===== src/rtl/pe_pkg.sv =====
// Shared definitions for the processing element and its dot-product sequencer.
package pe_pkg;

    localparam int PE_INPUT_WIDTH = 16;
    localparam int PE_MEM_DEPTH   = 8;

    typedef enum logic [2:0] {
        IDLE  = 3'd0,
        LOAD  = 3'd1,
        RUN   = 3'd2,
        FLUSH = 3'd3,
        FIN   = 3'd4
    } pe_seq_state_e;

endpackage


===== src/rtl/pe_dot_sequencer.sv =====
// Dot-product job sequencer: preloads weights into a processing_element, streams activations
// against them, then closes the job with end_operation and a done pulse.
//
//   state | meaning
//   IDLE  | waiting for a command; bad lengths are rejected here with err_len
//   LOAD  | writing len weights into PE memory
//   RUN   | streaming len activations against stored weights
//   FLUSH | last product has landed; raise end_operation
//   FIN   | PE result register now holds the sum; raise done
module pe_dot_sequencer
    import pe_pkg::*;
#(
    parameter int INPUT_WIDTH = PE_INPUT_WIDTH,
    parameter int MEM_DEPTH   = PE_MEM_DEPTH,
    parameter int ADDR_WIDTH  = $clog2(MEM_DEPTH)
) (
    input  logic                   clk,
    input  logic                   rst,
    input  logic                   cmd_valid_i,
    output logic                   cmd_ready_o,
    input  logic [ADDR_WIDTH:0]    cmd_len_i,
    input  logic                   cmd_reuse_i,
    input  logic                   wgt_valid_i,
    output logic                   wgt_ready_o,
    input  logic [INPUT_WIDTH-1:0] wgt_data_i,
    input  logic                   act_valid_i,
    output logic                   act_ready_o,
    input  logic [INPUT_WIDTH-1:0] act_data_i,
    output logic [INPUT_WIDTH-1:0] pe_input_data_o,
    output logic [INPUT_WIDTH-1:0] pe_weight_o,
    output logic                   pe_write_weight_o,
    output logic                   pe_use_stored_weight_o,
    output logic [ADDR_WIDTH-1:0]  pe_mem_addr_o,
    output logic                   pe_end_operation_o,
    output logic                   busy_o,
    output logic                   done_o,
    output logic                   err_len_o
);

    localparam int LEN_W = ADDR_WIDTH + 1;

    pe_seq_state_e          state_q, state_d;
    logic [LEN_W-1:0]       idx_q, idx_d;
    logic [LEN_W-1:0]       len_q, len_d;
    logic [LEN_W-1:0]       loaded_len_q, loaded_len_d;
    logic [INPUT_WIDTH-1:0] input_data_q, input_data_d;
    logic [INPUT_WIDTH-1:0] weight_q, weight_d;
    logic                   write_weight_q, write_weight_d;
    logic                   use_stored_q, use_stored_d;
    logic [ADDR_WIDTH-1:0]  mem_addr_q, mem_addr_d;
    logic                   end_op_q, end_op_d;
    logic                   busy_q, busy_d;
    logic                   done_q, done_d;
    logic                   err_len_q, err_len_d;
    logic                   len_bad;
    logic                   idx_last;

    assign len_bad = (cmd_len_i == '0) || (cmd_len_i > LEN_W'(MEM_DEPTH)) ||
                     (cmd_reuse_i && (cmd_len_i > loaded_len_q));
    assign idx_last = (idx_q == len_q - LEN_W'(1));

    assign cmd_ready_o = !rst && (state_q == IDLE);
    assign wgt_ready_o = (state_q == LOAD);
    assign act_ready_o = (state_q == RUN);

    always_comb begin
        state_d        = state_q;
        idx_d          = idx_q;
        len_d          = len_q;
        loaded_len_d   = loaded_len_q;
        input_data_d   = '0;
        weight_d       = '0;
        write_weight_d = 1'b0;
        // Stored-weight reads are disabled only while a weight write may be in flight.
        use_stored_d   = (state_q != LOAD);
        mem_addr_d     = mem_addr_q;
        end_op_d       = 1'b0;
        done_d         = 1'b0;
        err_len_d      = 1'b0;
        unique case (state_q)
            IDLE: begin
                if (cmd_valid_i) begin
                    if (len_bad) begin
                        err_len_d = 1'b1;
                    end else begin
                        len_d = cmd_len_i;
                        idx_d = '0;
                        if (cmd_reuse_i) begin
                            state_d = RUN;
                        end else begin
                            state_d      = LOAD;
                            loaded_len_d = '0;
                        end
                    end
                end
            end
            LOAD: begin
                if (wgt_valid_i) begin
                    write_weight_d = 1'b1;
                    weight_d       = wgt_data_i;
                    mem_addr_d     = idx_q[ADDR_WIDTH-1:0];
                    if (idx_last) begin
                        loaded_len_d = len_q;
                        idx_d        = '0;
                        state_d      = RUN;
                    end else begin
                        idx_d = idx_q + LEN_W'(1);
                    end
                end
            end
            RUN: begin
                if (act_valid_i) begin
                    input_data_d = act_data_i;
                    mem_addr_d   = idx_q[ADDR_WIDTH-1:0];
                    if (idx_last) begin
                        idx_d   = '0;
                        state_d = FLUSH;
                    end else begin
                        idx_d = idx_q + LEN_W'(1);
                    end
                end
            end
            FLUSH: begin
                end_op_d = 1'b1;
                state_d  = FIN;
            end
            FIN: begin
                done_d  = 1'b1;
                state_d = IDLE;
            end
            default: begin
                state_d = IDLE;
            end
        endcase
        busy_d = (state_d != IDLE);
    end

    always_ff @(posedge clk or posedge rst) begin
        if (rst) begin
            state_q        <= IDLE;
            idx_q          <= '0;
            len_q          <= '0;
            loaded_len_q   <= '0;
            input_data_q   <= '0;
            weight_q       <= '0;
            write_weight_q <= 1'b0;
            use_stored_q   <= 1'b0;
            mem_addr_q     <= '0;
            end_op_q       <= 1'b0;
            busy_q         <= 1'b0;
            done_q         <= 1'b0;
            err_len_q      <= 1'b0;
        end else begin
            state_q        <= state_d;
            idx_q          <= idx_d;
            len_q          <= len_d;
            loaded_len_q   <= loaded_len_d;
            input_data_q   <= input_data_d;
            weight_q       <= weight_d;
            write_weight_q <= write_weight_d;
            use_stored_q   <= use_stored_d;
            mem_addr_q     <= mem_addr_d;
            end_op_q       <= end_op_d;
            busy_q         <= busy_d;
            done_q         <= done_d;
            err_len_q      <= err_len_d;
        end
    end

    assign pe_input_data_o        = input_data_q;
    assign pe_weight_o            = weight_q;
    assign pe_write_weight_o      = write_weight_q;
    assign pe_use_stored_weight_o = use_stored_q;
    assign pe_mem_addr_o          = mem_addr_q;
    assign pe_end_operation_o     = end_op_q;
    assign busy_o                 = busy_q;
    assign done_o                 = done_q;
    assign err_len_o              = err_len_q;

endmodule


===== config.mk =====
export PLATFORM = sky130hd
export DESIGN_NAME = pe_dot_sequencer
export DESIGN_NICKNAME = d
export VERILOG_FILES = /design/src/rtl/pe_pkg.sv /design/src/rtl/pe_dot_sequencer.sv
export SDC_FILE = /design/constraint.sdc
export NUM_CORES = 1
export LEC_CHECK = 0
export BUFFER_PORTS_ARGS = -buffer_cell sky130_fd_sc_hd__buf_2
export CAP_MARGIN = 0
export CORE_UTILIZATION = 48
export DETAILED_ROUTE_END_ITERATION = 12
export GPL_ROUTABILITY_DRIVEN = 1
export PLACE_DENSITY = 0.89
export REMOVE_ABC_BUFFERS = 1
export SYNTH_ARGS = -nofsm -noshare
export SYNTH_HDL_FRONTEND = slang
export SYNTH_SLANG_ARGS = --single-unit
export TNS_END_PERCENT = 10

===== constraint.sdc =====
create_clock -name clk -period 2.19 [get_ports clk]
set_clock_uncertainty 0.2 [all_clocks]
set_input_delay 0.219 -clock clk [delete_from_list [all_inputs] [get_ports clk]]
set_output_delay 0.219 -clock clk [all_outputs]
set_load 0.01 [all_outputs]

* Word level (Yosys, flattened, before mapping)
Cells that the tools add are included.
** Storage, ports and cells
- Output and inout bits :: 44
- Bits of input ports :: 42
- Register bits :: 56
- Logic and storage cells :: 79
** Cells by class
- Add/sub/neg operators :: 2
- Eq/ne operators :: 12
- Magnitude comparators :: 2
- Reductions and logical operators :: 15
- Bitwise logic cells :: 1
- Multiplexer cells :: 34
** Operator list (number)
- 16-bit two-way mux :: 4
- 4-bit two-way mux :: 10
- 3-bit two-way mux :: 8
- 3-bit case mux with 4 select lines :: 1
- 4-bit case mux with 3 select lines :: 1
- 2-bit != test, second input constant :: 5
- 4-bit case mux with 2 select lines :: 1
- 1-bit two-way mux :: 7
- 3-bit by 2-bit == test with 1-bit output, second input constant :: 2
- 3-bit case mux with 2 select lines :: 1
- 3-bit AND reduction :: 2
- 6-bit AND reduction :: 1
- 3-bit nonzero test :: 2
- 5-bit AND reduction :: 1
- 4-bit by 1-bit adder with 4-bit output, second input constant :: 1
- 4-bit == test :: 1
- 4-bit greater-than comparator :: 1
- 4-bit greater-than comparator, second input constant :: 1
- 4-bit logical NOT :: 1
- 2-bit nonzero test :: 2
- 4-bit by 1-bit subtractor with 4-bit output, second input constant :: 1
- 3-bit by 1-bit == test with 1-bit output, second input constant :: 1
- 3-bit == test, second input constant :: 1
- 3-bit logical NOT :: 1
- 7 further kinds :: 9

* Depth between registers and ports, before layout
- Depth in word-level cells :: 7
- Gate-level depth with buffers :: 9
- Gate-level depth less buffers :: 8

* Worst setup path after synthesis
OpenSTA, ideal clock, no wires.
- Path type :: register to register
- Start :: register loaded_len_q[1]
- End :: register len_q[2]
- Slack :: 0.288 ns
- Library setup time :: 0.125 ns
- Stages on the path, launching flop included :: 8
- Arrival time :: 1.577 ns
- Required time :: 1.865 ns
- Cells stage by stage :: dfrtp_1 > inv_1 > ha_1 > nor2b_1 > o211ai_1 > a21oi_1 > nor2_2 > mux2_2
** On the way
- Word-level cells in the longest chain between the ends :: 5
** Ends and longest elaborated chain
- start, declared :: RTL line pe_dot_sequencer.sv:45 : logic [LEN_W-1:0] loaded_len_q, loaded_len_d;
- start signal, assigned :: RTL line pe_dot_sequencer.sv:157 : loaded_len_q <= loaded_len_d;
- 4-bit greater-than comparator :: RTL line pe_dot_sequencer.sv:59 : (cmd_reuse_i && (cmd_len_i > loaded_len_q));
- 1-bit logical AND :: RTL line pe_dot_sequencer.sv:59
- 1-bit logical OR :: RTL line pe_dot_sequencer.sv:58 : assign len_bad = (cmd_len_i == '0) || (cmd_len_i > LEN_W'(MEM_DEPTH)) ||
- 1-bit NOT (no line)
- 3-bit AND reduction (no line)
- end signal, assigned :: RTL line pe_dot_sequencer.sv:156 : len_q <= len_d;
- end, declared :: RTL line pe_dot_sequencer.sv:44 : logic [LEN_W-1:0] len_q, len_d;
Every way passes these cells.
A chain may end at the register's enable or synchronous reset.

* Worst setup path in the final report
- Start :: register state_q[2]
- End :: output wgt_ready_o
** On the way
- Word-level cells in the longest chain between the ends :: 1
** Ends and longest elaborated chain
- start, declared :: RTL line pe_dot_sequencer.sv:42 : pe_seq_state_e state_q, state_d;
- start signal, assigned :: RTL line pe_dot_sequencer.sv:154 : state_q <= state_d;
- 3-bit by 1-bit == test with 1-bit output :: RTL line pe_dot_sequencer.sv:63 : assign wgt_ready_o = (state_q == LOAD);
- end, declared :: RTL line pe_dot_sequencer.sv:24 : output logic wgt_ready_o,
Every way passes these cells.

==> flow_metrics.tcl <==
set metrics [dict create \
    status "complete, but fails checks" \
    violations "DRC, setup timing" \
    fillCellCount 253 \
    async_reset_ff_frac 1.00 \
    vias_per_cell 5.35 \
    synth_area_sq_mm 0.00229 \
    nets 363 \
    final.setup.worst_slack_ns -0.00512 \
    core_area_sq_mm 0.00447 \
    grt_max_degree 27 \
    cts_made_buffers 5 \
    cpPeakStageDelay_ns 0.48 \
    htreeDepth 2 \
    ys_seq_elements 56 \
    max_slew_margin 0.651 \
    yosys-top-cells-area "dfrtp_1, and2_1, and3_1" \
    place.gp.congestion 0.857 \
    cts-root-buf "clkbuf_8" \
    worstMarginPinSlew_ns 0.523 \
    ys.flop_type "dfrtp_1" \
    die_y_microns 71.1 \
    hold_violations 0 \
    p_sw_mw 1.15 \
    dpl.hpwl_microns 3530 \
    rsz0062_at_grt "true" \
    holdPathStages 3 \
    yosysSeqAreaShare 0.611 \
    r2r_cells 7 \
    worst_path_max_delay_cell "dfrtp_1" \
    start_util 0.513 \
    maxCapViolations 0 \
    cp.arrival_ns 1.78 \
    yosys.cell_types.count 39 \
    combPwrFrac 0.357 \
    cts_max_path_buffers 2 \
    timing.fmax_mhz 456 \
    drc_errors 13 \
    via_count 1964 \
    yosys_warnings 0 \
    startpoint_type "flip-flop" \
    syn_area_per_cell_sq_um 12.1 \
    dr.pass1.iters 9 \
    clkPwrFrac 0.223 \
    cts_setup_buffers 0 \
    netlist_instances 189 \
    top_level_ports 86 \
    post_route_cells_drive_above_1_share 0.365 \
    clkSlewWorstSetupHoldPaths_ns 0.09 \
    switching_share 0.333 \
    p_int_mw 2.29 \
    worstHoldPathType "input pin to flip-flop" \
    critical_path.cell_chain "or3b_4, inv_2, buf_4, buf_2" \
    synth_common_cells "dfrtp_1, and2_1, and3_1, inv_1, nor2_1" \
    port_buffers 85 \
    period_needed_ns 2.20 \
    finalCritPeriodShare 1.00 \
    post-route-util 0.739 \
    tritoncts "done" \
    grt_first_pass_wirelength_microns 9960 \
    antenna_found_initial 0 \
    syn2layout_area_growth_pct 44.1 \
    crit_path_max_fanout 13 \
    drtAntennaViolNets 0 \
    slew_viol_final 0 \
    synth.most_common_cell "dfrtp_1" \
    setup_viol 1 \
    die_w_microns 71.1 \
    p_leak_nw 1.79 \
    p_seq_frac 0.420 \
    die-area_sq_mm 0.00506 \
    end_kind "output port" \
    drt-total-wl_microns 6150 \
    wl_per_cell_microns 16.7 \
    fin_hold_ws_ns 0.0283 \
    cts.sinks 56 \
    peakVddDrop_v 0.000599 \
    cp.required_ns 1.77 \
    placementRows 24 \
    num_antenna_cells 0 \
    yosysTopAreaCell "dfrtp_1" \
    track_usage 0.261 \
    power_density_mw_per_mm2 1040 \
    grt_pass1_vias 2024 \
    overflow 0 \
    crit_type "flip-flop to output port" \
    synth_top_area_share 0.611 \
    clock_latency_ns 0.30 \
    synth_edf_count 0 \
    drt_iter0_drc 161 \
]
==> cell families (layout without fill, tap and decap cells) <==
family | Yosys count | in the layout | synth area share
simple gates | 71 | 71 | 0.191
flops | 56 | 56 | 0.611
compound gates | 24 | 24 | 0.0736
buf+inv | 19 | 145 | 0.0365
xor+xnor | 7 | 7 | 0.0267
fa+ha+maj | 6 | 6 | 0.0327
mux | 6 | 6 | 0.0289
==> per-stage QoR <==
step | setup TNS, ns | setup slack, ns | power [mW] | cell area, sq um | std cells
global placement | 0 | 0.196 | 2.51 | 2780 | 323
finish | -0.00512 | -0.00512 | 3.44 | 3310 | 367
CTS | 0 | 0.0137 | 3.38 | 3280 | 367
floorplan | 0 | 0.288 | 2.18 | 2250 | 181
detailed placement | 0 | 0.101 | 2.56 | 2780 | 323
global route | -0.128 | -0.0668 | 3.63 | 3310 | 367
==> layout by cell type (no fill, tap or decap), types with 4 or more instances in the layout <==
cell	count
a21oi_1	5
clkbuf_8	5
o2bb2ai_1	4
mux2_2	5
and3_1	16
nand2_1	6
xnor2_1	6
and2_1	18
dlygate4sd3_1	37
nor2_1	7
buf_4	5
buf_2	85
nand3_1	4
ha_1	6
dfrtp_1	54
o21ai_0	5
inv_1	9
==> layer usage <==
layer,up-vias,track usage,share of wire
met5,-,0,0
met4,0,0.0933,0.019
met3,11,0.0541,0.060
met2,82,0.479,0.53
met1,977,0.299,0.40
li1,894,-,-
==> worst paths after layout <==
| path | start | endpoint | slack [ns] |
|---|---|---|---|
| setup / recovery | state_q[2] | wgt_ready_o | -0.005 |
| hold / removal | cmd_valid_i | err_len_o | 0.03 |
| setup reg to reg | loaded_len_q[1] | state_q[1] | 0.09 |
| hold reg to reg | loaded_len_q[2] | loaded_len_q[2] | 0.31 |
| max in group asynchronous | rst | pe_weight_o[2] | 0.79 |
| min in group asynchronous | rst | idx_q[2] | 0.32 |
==> registers in the layout, indices dropped and copies added (netlist names) <==
signal and count:
idx_q 4, state_q 3, pe_use_stored_weight_o 1, len_q 4
pe_input_data_o 16, pe_mem_addr_o 3, pe_write_weight_o 1, busy_o 1
pe_end_operation_o 1, loaded_len_q 4, pe_weight_o 16, done_o 1
err_len_o 1
==> area by class of cell <==
class | count | area, sq um | area share
inverter | 11 | 41.3 | 0.0125
multi-input combinational | 114 | 833 | 0.252
clock inverter | 2 | 60.1 | 0.0182
clock buffer | 5 | 68.8 | 0.0208
timing repair buffer | 127 | 833 | 0.252
tap | 52 | 65.1 | 0.0197
sequential | 56 | 1400 | 0.425
==> worst max-delay path, delay by kind of cell, from the launching register on <==
kind                   cells  cell delay, ns
buffers and inverters      3            0.51
AND/OR/NAND/NOR            1            0.48
flip-flops                 1            0.48
==> power groups by stage <==
| stage | clock network (mW) | registers (mW) | logic [mW] |
|---|---|---|---|
| 2_1_floorplan | 0 | 1.47 | 0.711 |
| 3_3_place_gp | 0 | 1.43 | 1.08 |
| 3_5_place_dp | 0 | 1.44 | 1.12 |
| 4_1_cts | 0.773 | 1.42 | 1.19 |
| 5_1_grt | 0.814 | 1.47 | 1.35 |
| 6_report | 0.767 | 1.45 | 1.23 |
==> timing repair <==
item | 4_1_cts | 5_1_grt
hold buffers | 37 | 0
endpoints found under the hold margin | 60 | 0
pin swaps | 0 | 1
setup endpoints to repair | 1 | 12
gates resized for setup | 1 | 6
No activity file was read; power rests on OpenSTA's default activity.
